[config.mk]
export PLATFORM = sky130hd
export DESIGN_NAME = polygraph_sequencer
export DESIGN_NICKNAME = d
export VERILOG_FILES = /design/src/rtl/polygraph_sequencer.sv
export SDC_FILE = /design/constraint.sdc
export NUM_CORES = 1
export LEC_CHECK = 0
export CAP_MARGIN = 20
export CORE_UTILIZATION = 50
export CTS_CLUSTER_SIZE = 24
export DETAILED_ROUTE_END_ITERATION = 16
export GPL_TIMING_DRIVEN = 0
export HOLD_SLACK_MARGIN = 0.1
export PLACE_DENSITY = 0.82
export SLEW_MARGIN = 20
export SYNTH_ARGS = -nofsm -noshare
export SYNTH_HDL_FRONTEND = slang
export SYNTH_SLANG_ARGS = --single-unit
[constraint.sdc]
create_clock -name clk -period 2.8 [get_ports clk]
set_input_delay 0.7 -clock clk [delete_from_list [all_inputs] [get_ports clk]]
set_output_delay 0.7 -clock clk [all_outputs]
set_load 0.03 [all_outputs]
[src/rtl/polygraph_sequencer.sv]
// Front-end sequencer for the polygraph detector: gathers age plus BP/BR/HB triples
// from a shared valid/ready bus, emits frames, and tracks detector alarm runs.
module polygraph_sequencer #(
   parameter int DW        = 10,
   parameter int DET_LAT   = 1,
   parameter int ALARM_RUN = 3,
   parameter int TIMEOUT   = 64
) (
   input  logic          clk,
   input  logic          reset,
   input  logic          start,
   input  logic [DW-1:0] in_data,
   input  logic          in_valid,
   output logic          in_ready,
   output logic [DW-1:0] age,
   output logic [DW-1:0] bloodP,
   output logic [DW-1:0] breathR,
   output logic [DW-1:0] heartB,
   output logic          frame_valid,
   input  logic          alarm,
   output logic          lie_flag,
   output logic [15:0]   frame_count,
   output logic          timeout_err,
   output logic          busy
);

   localparam int TW = $clog2(TIMEOUT + 1);
   localparam int RW = $clog2(ALARM_RUN + 1);
   localparam int LW = 4;

   typedef enum logic [2:0] {
      IDLE,
      AGE,
      CAP_BP,
      CAP_BR,
      CAP_HB,
      EMIT,
      WAIT_DET
   } state_t;

   state_t        state_q, state_d;
   logic [DW-1:0] age_q, age_d;
   logic [DW-1:0] bloodp_q, bloodp_d;
   logic [DW-1:0] breathr_q, breathr_d;
   logic [DW-1:0] heartb_q, heartb_d;
   logic [DW-1:0] bp_sh_q, bp_sh_d;
   logic [DW-1:0] br_sh_q, br_sh_d;
   logic          frame_valid_q, frame_valid_d;
   logic          lie_flag_q, lie_flag_d;
   logic [15:0]   frame_count_q, frame_count_d;
   logic          timeout_err_q, timeout_err_d;
   logic [TW-1:0] timer_q, timer_d;
   logic [RW-1:0] run_q, run_d;
   logic [LW-1:0] det_cnt_q, det_cnt_d;

   logic xfer;
   logic in_capture;
   logic timeout_hit;

   assign in_ready = (state_q == AGE || state_q == CAP_BP ||
                      state_q == CAP_BR || state_q == CAP_HB) && !start;
   assign xfer        = in_valid && in_ready;
   assign in_capture  = (state_q == CAP_BR) || (state_q == CAP_HB);
   assign timeout_hit = in_capture && !xfer && (timer_q == TW'(TIMEOUT - 1));

   always_comb begin
      state_d       = state_q;
      age_d         = age_q;
      bloodp_d      = bloodp_q;
      breathr_d     = breathr_q;
      heartb_d      = heartb_q;
      bp_sh_d       = bp_sh_q;
      br_sh_d       = br_sh_q;
      frame_valid_d = 1'b0;
      lie_flag_d    = lie_flag_q;
      frame_count_d = frame_count_q;
      timeout_err_d = 1'b0;
      run_d         = run_q;
      det_cnt_d     = det_cnt_q;

      if (start) begin
         state_d       = AGE;
         frame_count_d = '0;
         run_d         = '0;
         lie_flag_d    = 1'b0;
         bp_sh_d       = '0;
         br_sh_d       = '0;
      end else begin
         case (state_q)
            IDLE: ;
            AGE: begin
               if (xfer) begin
                  age_d   = in_data;
                  state_d = CAP_BP;
               end
            end
            CAP_BP: begin
               if (xfer) begin
                  bp_sh_d = in_data;
                  state_d = CAP_BR;
               end
            end
            CAP_BR: begin
               if (xfer) begin
                  br_sh_d = in_data;
                  state_d = CAP_HB;
               end else if (timeout_hit) begin
                  state_d       = CAP_BP;
                  bp_sh_d       = '0;
                  br_sh_d       = '0;
                  timeout_err_d = 1'b1;
               end
            end
            CAP_HB: begin
               // Frame outputs load here so they change only on the edge entering EMIT.
               if (xfer) begin
                  bloodp_d      = bp_sh_q;
                  breathr_d     = br_sh_q;
                  heartb_d      = in_data;
                  frame_valid_d = 1'b1;
                  state_d       = EMIT;
                  if (frame_count_q != 16'hFFFF) frame_count_d = frame_count_q + 16'd1;
               end else if (timeout_hit) begin
                  state_d       = CAP_BP;
                  bp_sh_d       = '0;
                  br_sh_d       = '0;
                  timeout_err_d = 1'b1;
               end
            end
            EMIT: begin
               state_d   = WAIT_DET;
               det_cnt_d = LW'(DET_LAT - 1);
            end
            WAIT_DET: begin
               if (det_cnt_q == '0) begin
                  state_d = CAP_BP;
                  if (alarm) begin
                     if (run_q != RW'(ALARM_RUN)) run_d = run_q + 1'b1;
                     if (run_q >= RW'(ALARM_RUN - 1)) lie_flag_d = 1'b1;
                  end else begin
                     run_d = '0;
                  end
               end else begin
                  det_cnt_d = det_cnt_q - 1'b1;
               end
            end
            default: state_d = IDLE;
         endcase
      end
   end

   // Watchdog runs only while parked in a capture state with no progress.
   always_comb begin
      timer_d = '0;
      if (!start && in_capture && !xfer && state_d == state_q)
         timer_d = timer_q + 1'b1;
   end

   always_ff @(posedge clk) begin
      if (reset) begin
         state_q       <= IDLE;
         age_q         <= '0;
         bloodp_q      <= '0;
         breathr_q     <= '0;
         heartb_q      <= '0;
         bp_sh_q       <= '0;
         br_sh_q       <= '0;
         frame_valid_q <= 1'b0;
         lie_flag_q    <= 1'b0;
         frame_count_q <= '0;
         timeout_err_q <= 1'b0;
         timer_q       <= '0;
         run_q         <= '0;
         det_cnt_q     <= '0;
      end else begin
         state_q       <= state_d;
         age_q         <= age_d;
         bloodp_q      <= bloodp_d;
         breathr_q     <= breathr_d;
         heartb_q      <= heartb_d;
         bp_sh_q       <= bp_sh_d;
         br_sh_q       <= br_sh_d;
         frame_valid_q <= frame_valid_d;
         lie_flag_q    <= lie_flag_d;
         frame_count_q <= frame_count_d;
         timeout_err_q <= timeout_err_d;
         timer_q       <= timer_d;
         run_q         <= run_d;
         det_cnt_q     <= det_cnt_d;
      end
   end

   assign age         = age_q;
   assign bloodP      = bloodp_q;
   assign breathR     = breathr_q;
   assign heartB      = heartb_q;
   assign frame_valid = frame_valid_q;
   assign lie_flag    = lie_flag_q;
   assign frame_count = frame_count_q;
   assign timeout_err = timeout_err_q;
   assign busy        = (state_q != IDLE);

endmodule

==> flow_summary.json, run 1 <==
{
  "grt_pass1_vias": 3415,
  "chipHeight_microns": 91.2,
  "startpoint_type": "flip-flop",
  "tightestPinTransition_ns": 0.835,
  "synth_nets": 461,
  "initial_core_util_pct": 51.7,
  "grt_usage_pct": 24.8,
  "hold_path.class": "reg2reg",
  "cts.reportedPaths.clkPinSlew_ns": 0.09,
  "synth_top_area_cell": "dfxtp_1",
  "setup_ws_ns": 0.0780,
  "routed_wl_mm": 10.1,
  "overflow": 0,
  "syn_avg_cell_area_sq_um": 9.01,
  "yosysWarningCount": 0,
  "outcome": "finished clean",
  "antenna_found_initial": 0,
  "chipWidth_microns": 91.2,
  "maxCapViolCount": 0,
  "worstPathRequired_ns": 2.10,
  "synth_edf_count": 0,
  "syn_area_sq_um": 3970,
  "slew_headroom_pct": 44.1,
  "via_per_inst": 5.75,
  "layout.nets": 547,
  "hpwl_mm": 7.14,
  "cts_tree": "built",
  "hold_viol_final": 0,
  "power.density_nw_per_um2": 472,
  "fmax_ghz": 0.367,
  "fp-row-count": 32,
  "gp_congestion": 0.898,
  "ant_nets": 0,
  "core-area_sq_um": 7690,
  "clk_path_buf_depth": 2,
  "synth_seq_cells": 95,
  "drt_iter0_drc": 281,
  "num_io_pins": 76,
  "synthDominantCellAreaShare_pct": 47.9,
  "fin_util_pct": 65.4,
  "synthArstFlopShare_pct": 0,
  "finalClockSkew_ns": 0.00992,
  "areaGrowthSynthToFinish_pct": 26.6,
  "netlist_instances": 441,
  "path_class": "reg2out",
  "end_kind": "output pin",
  "drc": 0,
  "grt_max_degree": 18,
  "setup_viol": 0,
  "power_mw": 2.37,
  "dp_slack_ns": -0.140,
  "ys.flop_type": "dfxtp_1",
  "grt_setup_unrepaired": "no",
  "dieArea_sq_um": 8310,
  "final_max_slew_viol_count": 0,
  "grt_pass1_wl_mm": 16.5,
  "drive_above_1_share_pct": 8.46,
  "diodes": 0,
  "htree_levels": 3,
  "critPathMaxFanout": 10,
  "clock-sinks": 95,
  "yosys-top-cells-area": "dfxtp_1, nand2_1, a21oi_1",
  "synth_cell_types": 59,
  "p_leak_nw": 1.75,
  "min_period_ns": 2.72,
  "min_period_over_period_pct": 97.2,
  "irDropWorstVdd_mv": 0.337,
  "ys_seq_area_share_pct": 47.9,
  "port_buffers": 75,
  "cts_root_buf": "clkbuf_8",
  "wl_per_cell_microns": 15.9,
  "num_vias": 3647,
  "drt_pre_antenna_iters": 5,
  "numCtsBuffers": 9,
  "insertion_delay_ns": 0.37,
  "critical_path_arrival_ns": 2.02
}
-- critical path, cell delays in order, from the launching register on --
cell and delay (ns):
dfxtp_1 0.39, buf_2 0.21, or3_1 0.44, clkdlybuf4s50_1 0.62
-- flip-flops by register name, indices dropped and copies added, names as in the netlist --
signal,count
bp_sh_q,10
frame_count,16
frame_valid,1
run_q,2
br_sh_q,10
heartB,10
breathR,10
det_cnt_q,4
state_q,3
timeout_err,1
lie_flag,1
timer_q,7
age,10
bloodP,10
-- layout by cell type (no fill, tap or decap), types with 3 or more instances in the layout --
cell	Yosys	final
nand2b_1	5	5
and4_1	4	4
buf_2	11	11
or4_1	5	5
nand2_1	81	81
nor2_1	29	29
o21ai_0	11	11
clkinvlp_4	0	3
o311ai_0	3	3
nor3b_1	3	3
o21a_1	3	3
a211oi_1	3	3
o31ai_1	3	3
clkbuf_1	12	13
nor4_4	3	3
a32o_1	10	10
a31oi_1	3	3
a21oi_1	49	49
clkdlybuf4s50_1	0	74
mux2i_1	10	10
a31o_2	4	4
nand3_1	5	5
nand3b_1	4	4
inv_1	6	6
nand4_1	8	8
and3_1	3	3
dfxtp_1	95	95
ha_1	5	5
or3_1	11	11
clkbuf_8	0	9
nor3_1	3	3
a22o_1	10	10
-- what timing repair did --
action                                  4_1_cts  5_1_grt
gates resized for setup                       1        0
endpoints found under the setup margin        1        0
hold buffers                                  0        0
buffers inserted                              0        0
-- report_power, final --
group	internal, mW	switching (mW)	leakage, nW
logic	0.0623	0.0996	0.906
clock network	0.336	0.512	0.0814
registers	1.36	0.00506	0.766
total	1.76	0.616	1.75
-- path summary, 6_finish.rpt --
| path | to | slack, ns | from | cells past startpoint |
|---|---|---|---|---|
| hold / removal | timer_q[0] | 0.45 | timer_q[0] | 1 |
| hold reg to reg | timer_q[0] | 0.45 | timer_q[0] | 1 |
| setup / recovery | busy | 0.08 | state_q[1] | 3 |
| setup reg to reg | bp_sh_q[1] | 0.85 | state_q[0] | 5 |
-- cells by family (layout without fill, tap and decap cells) --
kind of cell | Yosys count | count (layout) | share of synthesized area, %
flops | 95 | 95 | 47.9
mux | 10 | 10 | 2.52
compound gates | 112 | 112 | 18.8
simple gates | 183 | 183 | 24.5
fa+ha+maj | 5 | 5 | 1.57
xor+xnor | 4 | 4 | 0.882
buf+inv | 32 | 123 | 3.84
-- cell type report --
class | count | area (sq um)
clock inverter | 6 | 51.3
timing repair buffer | 75 | 749
inverter | 6 | 22.5
tap | 102 | 128
multi-input combinational | 314 | 1920
buffer | 26 | 130
sequential | 95 | 1900
clock buffer | 10 | 128
fill | 657 | 2660
-- through the flow --
| step | hold WS (ns) | setup TNS (ns) | instances | instance area [sq um] |
|---|---|---|---|---|
| 6_report | 0.452 | 0 | 634 | 5030 |
| 4_1_cts | 0.457 | 0 | 634 | 5030 |
| 5_1_grt | 0.473 | 0 | 634 | 5030 |
| 3_5_place_dp | 0.445 | -0.140 | 618 | 4850 |
| 2_1_floorplan | 0.413 | 0 | 441 | 3970 |
| 3_3_place_gp | 0.429 | -0.149 | 618 | 4850 |
-- synthesized netlist by cell type (all sizes together), types with 5 or more instances --
master  count
ha          5
a21oi      49
o21ai      12
nand4       8
inv         6
nand2b      5
or3        11
nand3       6
nor2       29
nand2      82
mux2i      10
or4         6
a32o       10
buf        14
dfxtp      95
clkbuf     12
a22o       10
-- per-layer routing --
metal / GRT usage, % / routed length [microns] / up-vias
li1: - / - / 1763
met4: 7.67 / 106 / 0
met2: 41.1 / 4890 / 132
met1: 33.0 / 4420 / 1742
met5: 0 / 0 / -
met3: 4.44 / 651 / 10
(Power assumes the default switching activity.)
==> inputs of run 2 (changes only) <==
--- a/config.mk
+++ b/config.mk
@@ -7,8 +7,8 @@
 export LEC_CHECK = 0
 export CAP_MARGIN = 20
 export CORE_UTILIZATION = 50
-export CTS_CLUSTER_SIZE = 24
 export DETAILED_ROUTE_END_ITERATION = 16
+export GPL_ROUTABILITY_DRIVEN = 0
 export GPL_TIMING_DRIVEN = 0
 export HOLD_SLACK_MARGIN = 0.1
 export PLACE_DENSITY = 0.82
==> results of run 2 <==
The final DEF is identical to that of run 1; final timing and power are the same.
==> inputs of run 3 (changes only) <==
--- a/config.mk
+++ b/config.mk
@@ -6,12 +6,12 @@
 export NUM_CORES = 1
 export LEC_CHECK = 0
 export CAP_MARGIN = 20
-export CORE_UTILIZATION = 50
+export CORE_UTILIZATION = 47
 export DETAILED_ROUTE_END_ITERATION = 16
 export GPL_ROUTABILITY_DRIVEN = 0
 export GPL_TIMING_DRIVEN = 0
 export HOLD_SLACK_MARGIN = 0.1
-export PLACE_DENSITY = 0.82
+export PLACE_DENSITY = 0.81
 export SLEW_MARGIN = 20
 export SYNTH_ARGS = -nofsm -noshare
 export SYNTH_HDL_FRONTEND = slang
==> constraint.sdc (replaced) <==
create_clock -name clk -period 2.3 [get_ports clk]
set_input_delay 0.575 -clock clk [delete_from_list [all_inputs] [get_ports clk]]
set_output_delay 0.575 -clock clk [all_outputs]
set_load 0.03 [all_outputs]
==> run 3 against run 2 <==
- critical path type unchanged
- cell count up 0.47%
- clock skew up 0.0067 ns
- final area up 0.80%
- hold slack better by 0.0020 ns
- sequential share of layout area down 0.27 points
- first-iteration DRC count down 5.0%
- clock power up 30%
==> flow_summary.json, run 3 (synthesis results as in run 1) <==
{
  "largest_reg_flops": 16,
  "fin_util_pct": 61.7,
  "tightestPinTransition_ns": 0.821,
  "stdcell_area_sq_um": 5070,
  "fin_hold_ws_ns": 0.455,
  "overflow": 0,
  "slowest_stage": "or3_4",
  "irDropWorstVdd_mv": 0.337,
  "areaGrowthSynthToFinish_pct": 27.6,
  "min_period_ns": 2.27,
  "cts_tree": "built",
  "drive_above_1_share_pct": 9.77,
  "antenna_found_initial": 0,
  "grt_pass1_vias": 3315,
  "layout.nets": 547,
  "grt_max_degree": 20,
  "via_per_inst": 5.66,
  "dp_slack_ns": -0.395,
  "drt_pre_antenna_iters": 5,
  "layout_commonest_cell": "dfxtp_1",
  "core-area_sq_um": 8220,
  "ant_nets": 0,
  "p_leak_nw": 1.77,
  "mostFrequentLayoutCells": "dfxtp_1, nand2_1, clkdlybuf4s50_1, a21oi_1, nor2_1",
  "hold_path.class": "reg2reg",
  "clock-sinks": 95,
  "drc": 0,
  "maxCapViolCount": 0,
  "grt_pass1_wl_mm": 16.0,
  "num_io_pins": 76,
  "clk_path_buf_depth": 2,
  "wl_per_cell_microns": 15.6,
  "crit_buf_inv": 2,
  "htree_levels": 3,
  "startpoint_type": "flip-flop",
  "regArea_sq_um": 1900,
  "cp_top_family": "simple AND/OR/NAND/NOR gates",
  "port_buffers": 75,
  "finalClockSkew_ns": 0.0166,
  "dieArea_sq_um": 8830,
  "chipWidth_microns": 94.0,
  "place_inst": 621,
  "setup_viol": 0,
  "hpwl_mm": 7.11,
  "cts.reportedPaths.clkPinSlew_ns": 0.10,
  "insertion_delay_ns": 0.38,
  "initial_core_util_pct": 48.4,
  "fmax_ghz": 0.441,
  "critical_path_arrival_ns": 1.69,
  "path_class": "reg2out",
  "setup_ws_ns": 0.0343,
  "fin_setup_tns_ns": 0,
  "grt_usage_pct": 23.3,
  "fp-row-count": 33,
  "placed_area_sq_um": 4860,
  "min_period_over_period_pct": 98.5,
  "end_kind": "output pin",
  "numCtsBuffers": 9,
  "num_vias": 3606,
  "drt_iter0_drc": 267,
  "worstPathRequired_ns": 1.73,
  "critPathMaxFanout": 10,
  "fill_cells": 696,
  "cp_cell_sequence": "buf_4 -> or3_4 -> and3b_1 -> buf_2",
  "slew_headroom_pct": 45.1,
  "instances_no_fill": 637,
  "power.density_nw_per_um2": 584,
  "routed_wl_mm": 9.91,
  "diodes": 0,
  "outcome": "finished clean",
  "slowest_delay_ns": 0.40,
  "cts_root_buf": "clkbuf_8",
  "hold_viol_final": 0,
  "chipHeight_microns": 94.0,
  "final_max_slew_viol_count": 0,
  "grt_setup_unrepaired": "no",
  "multiInputGateArea_sq_um": 1930,
  "power_mw": 2.96
}
run 3: power by group:
group	internal (mW)	switching (mW)
clock network	0.428	0.674
logic	0.0763	0.121
registers	1.65	0.00627
run 3: layout make-up:
type / instances / area share, %
timing repair buffer: 75 / 14.6
clock inverter: 7 / 1.53
clock buffer: 9 / 2.44
buffer: 26 / 2.69
inverter: 6 / 0.444
multi-input combinational: 314 / 38.2
sequential: 95 / 37.5
tap: 105 / 2.59
run 3: worst register-to-register path, cell delays in order (launching register included):
cell and delay [ns]:
dfxtp_1 0.37, ha_1 0.21, nand3_2 0.13, or2_1 0.24, buf_2 0.16, o31a_1 0.30, buf_6 0.15, a32o_1 0.26
run 3: repair_timing:
| action | CTS | global route |
|---|---|---|
| hold buffers | 0 | 0 |
| endpoints found under the hold margin | 0 | 0 |
| endpoints found under the setup margin | 2 | 41 |
| buffers inserted | 0 | 0 |
| resized for setup | 9 | 8 |
run 3: routing by layer:
metal	vias to the layer above	GRT usage, %	share of wire (%)
met5	-	0	0
met4	0	8.97	2.1
met3	20	4.61	5.8
met2	95	38.1	48
met1	1722	30.1	44
li1	1769	-	-
run 3: worst paths after layout:
kind	start	end	slack, ns	depth (start not counted)
max	state_q[1]	in_ready	0.03	4
min	timer_q[6]	timer_q[6]	0.45	2
max reg2reg	timer_q[0]	bp_sh_q[9]	0.40	7
min reg2reg	timer_q[6]	timer_q[6]	0.45	2
